$ cat src/rtl/if_stage.sv
// Instruction-fetch stage: owns the PC, drives instruction memory and loads the IF/ID register.
// A stall freezes the whole stage and a flush turns the IF/ID contents into a bubble.
module if_stage #(
    parameter logic [31:0] RESET_PC = 32'h00000000
) (
    input  logic        clk,
    input  logic        reset,
    input  logic        stall,
    input  logic        flush,
    input  logic [1:0]  pc_src,
    input  logic [31:0] branch_target,
    input  logic [31:0] jump_target,
    input  logic [31:0] jr_target,
    input  logic [31:0] imem_inst,
    output logic [31:0] imem_addr,
    output logic [31:0] ifid_inst,
    output logic [31:0] ifid_pc_plus4,
    output logic        ifid_valid,
    output logic        misalign_err,
    output logic [31:0] fetch_count
);

    typedef enum logic {
        ADVANCE = 1'b0,
        HOLD    = 1'b1
    } mode_e;

    mode_e       mode;

    logic [31:0] pc_q, pc_d;
    logic [31:0] ifidInst_q, ifidInst_d;
    logic [31:0] ifidPcPlus4_q, ifidPcPlus4_d;
    logic        ifidValid_q, ifidValid_d;
    logic        misalign_q, misalign_d;
    logic [31:0] fetchCount_q, fetchCount_d;

    logic [31:0] pcPlus4;
    logic [31:0] redirectTarget;
    logic        redirect;

    always_comb begin
        pcPlus4        = pc_q + 32'd4;
        redirect       = (pc_src != 2'b00);
        redirectTarget = 32'h00000000;
        case (pc_src)
            2'b01:   redirectTarget = branch_target;
            2'b10:   redirectTarget = jump_target;
            2'b11:   redirectTarget = jr_target;
            default: redirectTarget = 32'h00000000;
        endcase
    end

    // HOLD is decided each cycle from stall alone; no stall history is kept.
    always_comb begin
        mode          = stall ? HOLD : ADVANCE;
        pc_d          = pc_q;
        ifidInst_d    = ifidInst_q;
        ifidPcPlus4_d = ifidPcPlus4_q;
        ifidValid_d   = ifidValid_q;
        misalign_d    = misalign_q;
        fetchCount_d  = fetchCount_q;

        case (mode)
            ADVANCE: begin
                pc_d       = redirect ? {redirectTarget[31:2], 2'b00} : pcPlus4;
                misalign_d = misalign_q | (redirect & (redirectTarget[1:0] != 2'b00));
                if (flush) begin
                    ifidInst_d    = 32'h00000000;
                    ifidPcPlus4_d = 32'h00000000;
                    ifidValid_d   = 1'b0;
                end else begin
                    ifidInst_d    = imem_inst;
                    ifidPcPlus4_d = pcPlus4;
                    ifidValid_d   = 1'b1;
                    fetchCount_d  = fetchCount_q + 32'd1;
                end
            end
            HOLD: begin
            end
            default: begin
            end
        endcase
    end

    always_ff @(posedge clk or negedge reset) begin
        if (!reset) begin
            pc_q          <= RESET_PC;
            ifidInst_q    <= 32'h00000000;
            ifidPcPlus4_q <= 32'h00000000;
            ifidValid_q   <= 1'b0;
            misalign_q    <= 1'b0;
            fetchCount_q  <= 32'h00000000;
        end else begin
            pc_q          <= pc_d;
            ifidInst_q    <= ifidInst_d;
            ifidPcPlus4_q <= ifidPcPlus4_d;
            ifidValid_q   <= ifidValid_d;
            misalign_q    <= misalign_d;
            fetchCount_q  <= fetchCount_d;
        end
    end

    assign imem_addr     = pc_q;
    assign ifid_inst     = ifidInst_q;
    assign ifid_pc_plus4 = ifidPcPlus4_q;
    assign ifid_valid    = ifidValid_q;
    assign misalign_err  = misalign_q;
    assign fetch_count   = fetchCount_q;

endmodule

$ cat config.mk
export PLATFORM = sky130hd
export DESIGN_NAME = if_stage
export DESIGN_NICKNAME = d
export VERILOG_FILES = /design/src/rtl/if_stage.sv
export SDC_FILE = /design/constraint.sdc
export NUM_CORES = 1
export LEC_CHECK = 0
export BUFFER_PORTS_ARGS = -buffer_cell sky130_fd_sc_hd__buf_2
export CORE_ASPECT_RATIO = 0.7
export CORE_MARGIN = 2
export CORE_UTILIZATION = 50
export DETAILED_ROUTE_END_ITERATION = 7
export PLACE_DENSITY_LB_ADDON = 0.15
export SLEW_MARGIN = 20
export SYNTH_ARGS = -nofsm -noshare
export SYNTH_HDL_FRONTEND = slang
export SYNTH_SLANG_ARGS = --single-unit
export TNS_END_PERCENT = 10
$ cat constraint.sdc
create_clock -name clk -period 2.2 [get_ports clk]
set_input_delay 0.44 -clock clk [delete_from_list [all_inputs] [get_ports clk]]
set_output_delay 0.44 -clock clk [all_outputs]
set_load 0.005 [all_outputs]
# After elaboration in Yosys (flattened, before gate mapping)
# Cells that the tools add are included.
[totals] regBits=130 latchBits=0 mem_bits_rw=0 mem_bits_ro=0 in_bits=134 out_inout_bits=130 elab_cells=24 memories=0
[classes] add_sub_neg=2 multipliers=0 div=0 n_lt_le_gt_ge=0 n_eq_ne=3 shift=0 n_mux=6 bitwise=4 n_reduce_logical=3
[op_table] op="$mux 32" count=3
[op_table] op="$pmux 32 s3" count=1
[op_table] op="$add 32x1->32 const B" count=1
[op_table] op="$add 32x3->32 const B" count=1
[op_table] op="$eq 2x2->1 const B" count=2
[op_table] op="$reduce_bool 2->1" count=2
[op_table] op="$eq 2x1->1 const B" count=1
[op_table] op="$mux 1" count=2
[op_table] op="$not 1->1" count=2
[op_table] op="$reduce_and 2->1" count=1
[op_table] op="$and 1x1->1" count=1
[op_table] op="$or 1x1->1" count=1

# Logic depth before layout (Yosys ltp)
[depth] word_depth=5 ltp_mapped=7 mapped_depth_nobuf=6

# Worst setup path before layout
# OpenSTA, ideal clock, no wires.
[synth_timing] kind="register -> register" from="reg pc_q[2], in the netlist imem_addr[2]" to="reg pc_q[26], in the netlist imem_addr[26]" arrival_ps=1883 required_ps=2079 slack_ps=196 path_stages_with_launch=7 synth_period_minus_slack_ps=2004 path_cell_list="dfrtp_1 -> ha_1 -> nand3_2 -> nor4_1 -> nand3_1 -> o221a_2 -> o22a_1"
[synth_via] elab_chain_cells=2
[synth_rtl] item="from (decl)" line="30" text="logic [31:0] pc_q, pc_d;"
[synth_rtl] item="from (signal assigned)" line="94" text="pc_q <= pc_d;"
[synth_rtl] item="$add 32x3->32" line="42" text="pcPlus4 = pc_q + 32'd4;"
[synth_rtl] item="$mux 32" line="65" text="pc_d = redirect ? {redirectTarget[31:2], 2'b00} : pcPlus4;"
# No other way between the ends.
# A chain may end at the register's enable or synchronous reset.

# Worst setup path after layout
[layout_timing] from="reg pc_q[3], in the netlist imem_addr[3]" to="reg pc_q[24], in the netlist imem_addr[24]"
# The elaborated chain is that of the path after synthesis.

==> flow_metrics.env <==
export IMPL_status="finished clean"
export IMPL_clkSinkCount=127
export IMPL_ys_ff_latch=127
export IMPL_netlist_instances=688
export IMPL_start_util_pct=51.3
export IMPL_cts_root_buf="clkbuf_16"
export IMPL_dieWidth_um=143
export IMPL_pin_count=264
export IMPL_synthArstFlopShare_pct=100
export IMPL_crit_buf_inv=0
export IMPL_grt_pass1_wl_um=33100
export IMPL_finClkSkew_ns=0.00748
export IMPL_slew_viol_final=0
export IMPL_cpPeakStageDelay_ns=0.49
export IMPL_viasPerCell=5.59
export IMPL_cap_violations=0
export IMPL_core_area_um2=13200
export IMPL_cts_max_level=4
export IMPL_synth_area_leaders="dfrtp_1 47%, nand2_1 5.1%, xnor2_1 4.6%, o21ai_0 3.8%, nand2b_1 3.0%"
export IMPL_grt_overflow=0
export IMPL_ys_seq_area_share_pct=46.8
export IMPL_hpwl_um=15400
export IMPL_max_clock_path_buffers=2
export IMPL_syn_area_per_cell_um2=9.87
export IMPL_grt_pass1_vias=6251
export IMPL_drt_iter0_drc=505
export IMPL_final_min_clock_period_ns=2.08
export IMPL_power_density_nw_per_um2=811
export IMPL_yosysTopAreaCell="dfrtp_1"
export IMPL_synthDistinctLibCells=58
export IMPL_crit_family="simple AND/OR/NAND/NOR gates"
export IMPL_worst_setup_path_end_kind="flip-flop"
export IMPL_area_growth_pct=33.9
export IMPL_synth_top_area_share_pct=46.8
export IMPL_cp_slowest_cell="or3_1"
export IMPL_die_area_um2=14500
export IMPL_utilization_pct=68.7
export IMPL_gr_usage_all_layers_pct=29.6
export IMPL_drt_total_wl_um=21100
export IMPL_nets=1088
export IMPL_start_kind="flip-flop"
export IMPL_required_ns=2.51
export IMPL_route_detailed_drc=0
export IMPL_crit_type="flip-flop to flip-flop"
export IMPL_placementRows=35
export IMPL_wl_per_cell_um=18.4
export IMPL_cp_cell_sequence="ha_2, nand3_2, or3_1, nor3_2, a31oi_1, o22a_1"
export IMPL_setup_slack_ns=0.119
export IMPL_cts_buffers=17
export IMPL_ir_worst_vdd_mv=0.630
export IMPL_port_buffers=261
export IMPL_layout_drive_gt1_share_pct=38.0
export IMPL_hp_class="input port to flip-flop"
export IMPL_via_count=6428
export IMPL_first_pass_iters=5
export IMPL_synth_top_flop_cell="dfrtp_1"
export IMPL_muxShareOfSynthArea_pct=5.95
export IMPL_leakagePower_nw=4.46
export IMPL_die_h_um=101
export IMPL_dp_slack_ns=0.100
export IMPL_syn_area_um2=6790
export IMPL_synth_top_family_by_area="simple AND/OR/NAND/NOR gates"
export IMPL_cts_tree="done"
export IMPL_synth_compound_area_share_pct=16.1
export IMPL_layout_common_cells="259 x buf_2, 126 x dfrtp_1, 93 x nand2_1"
export IMPL_gp_congestion=0.884
export IMPL_synth_simple_area_share_pct=19.2
export IMPL_period_share_pct=94.6
export IMPL_finalHoldViolCount=0
export IMPL_synthAdderAreaFrac_pct=0.369
export IMPL_clk_pin_slew_ns=0.06
export IMPL_arrival_ns=2.39
export IMPL_relSlewSlack_pct=58.0
export IMPL_power_total_mw=7.37
export IMPL_synth_xor_area_share_pct=7.61
export IMPL_cp_max_fo=6
export IMPL_tightest_slew_ns=0.630
export IMPL_setup_violations_final=0
export IMPL_synth_edff_count=0
export IMPL_worstSkewPairLatency_ns=0.42
export IMPL_antenna_found_initial=0
export IMPL_ys_warn_count=0
export IMPL_max_freq_mhz=481
export IMPL_ant_nets=0
export IMPL_layout_commonest_cell="buf_2"
export IMPL_antenna_cells=0
export IMPL_grt_max_degree=169
## routing by layer
| metal | track usage [%] | share of wire (%) | up-vias |
|---|---|---|---|
| met1 | 43.0 | 45 | 3108 |
| li1 | - | - | 2993 |
| met3 | 8.42 | 8.9 | 26 |
| met4 | 6.49 | 1.4 | 0 |
| met2 | 44.8 | 45 | 301 |
| met5 | 0 | 0 | - |
## cell type report
cell class / instances / area (um^2)
tap: 185 / 231
clock inverter: 15 / 233
sequential: 127 / 3180
fill: 1058 / 4140
timing repair buffer: 298 / 1630
multi-input combinational: 501 / 3360
clock buffer: 17 / 425
inverter: 7 / 26.3
## worst register-to-register path, delay by kind of cell (launching register included)
| kind | cells | cell delay (ns) |
|---|---|---|
| and+or+nand+nor | 3 | 0.98 |
| adders and majority gates | 1 | 0.25 |
| DFF | 1 | 0.40 |
| AOI/OAI and AO/OA | 2 | 0.35 |
## synth_stat cells, types with 3 or more instances
library cell,count
nand4_1,13
xnor2_1,36
nor4_1,5
buf_1,5
nand3_1,23
o21ba_2,4
and2_1,3
a41oi_1,3
xor2_1,23
a221oi_1,4
and3_1,8
o221a_2,3
and4_1,7
o22a_1,20
mux2_2,7
o21ai_0,51
nor2_1,26
inv_1,7
a31oi_1,9
buf_2,9
o31ai_1,11
nor3_2,5
clkbuf_1,35
a22o_1,18
nand2_1,93
nor3_1,14
a21oi_1,22
nand2b_1,33
mux2i_1,19
mux4_2,6
dfrtp_1,127
a211oi_1,3
buf_4,4
## sequential cells by signal, indices dropped and copies added, names as in the netlist
register / cells
ifid_valid: 1
ifid_pc_plus4: 31
imem_addr: 30
ifid_inst: 32
misalign_err: 1
fetch_count: 32
## timing repair
action                                  CTS  global route
setup buffers                             0             0
endpoints found under the setup margin    0            12
endpoints found under the hold margin    42             0
hold buffers                              1             0
resized for setup                         0             3
## per-stage QoR
step	setup TNS, ns	hold WS (ns)	std cells	cell area (um^2)
after global routing	-0.0402	0.248	1150	9090
after detailed placement	0	0.412	1117	8410
after global placement	0	0.412	1117	8410
final	0	0.245	1150	9090
after floorplan	0	0.144	689	6790
after CTS	0	0.236	1150	9080
## path summary, 6_finish.rpt
kind	end	slack [ns]	cells after the start	from
min in group asynchronous	fetch_count[17]$_DFFE_PN0P_	0.52	2	reset
setup / recovery	imem_addr[24]$_DFFE_PN0N_	0.12	6	imem_addr[3]$_DFFE_PN0N_
hold / removal	ifid_inst[31]$_DFFE_PN0N_	0.25	2	imem_inst[31]
max in group asynchronous	ifid_inst[13]$_DFFE_PN0N_	0.85	3	reset
hold reg to reg	fetch_count[31]$_DFFE_PN0P_	0.47	1	fetch_count[31]$_DFFE_PN0P_
setup reg to reg	imem_addr[24]$_DFFE_PN0N_	0.12	6	imem_addr[3]$_DFFE_PN0N_
## report_power, final
part	switching [mW]	internal, mW
combinational	0.700	0.661
sequential	0.265	2.58
clock	1.13	2.03
total	2.10	5.27
## cell families (layout without fill, tap and decap cells)
logic type	count (synthesis)	in the layout
DFF	127	127
AOI/OAI and AO/OA	160	160
buffers and inverters	61	337
and+or+nand+nor	246	246
adders and majority gates	2	2
other	1	2
xor gates and xnor gates	59	59
muxes	32	32
Note: power is estimated with default switching activity, not from simulation.
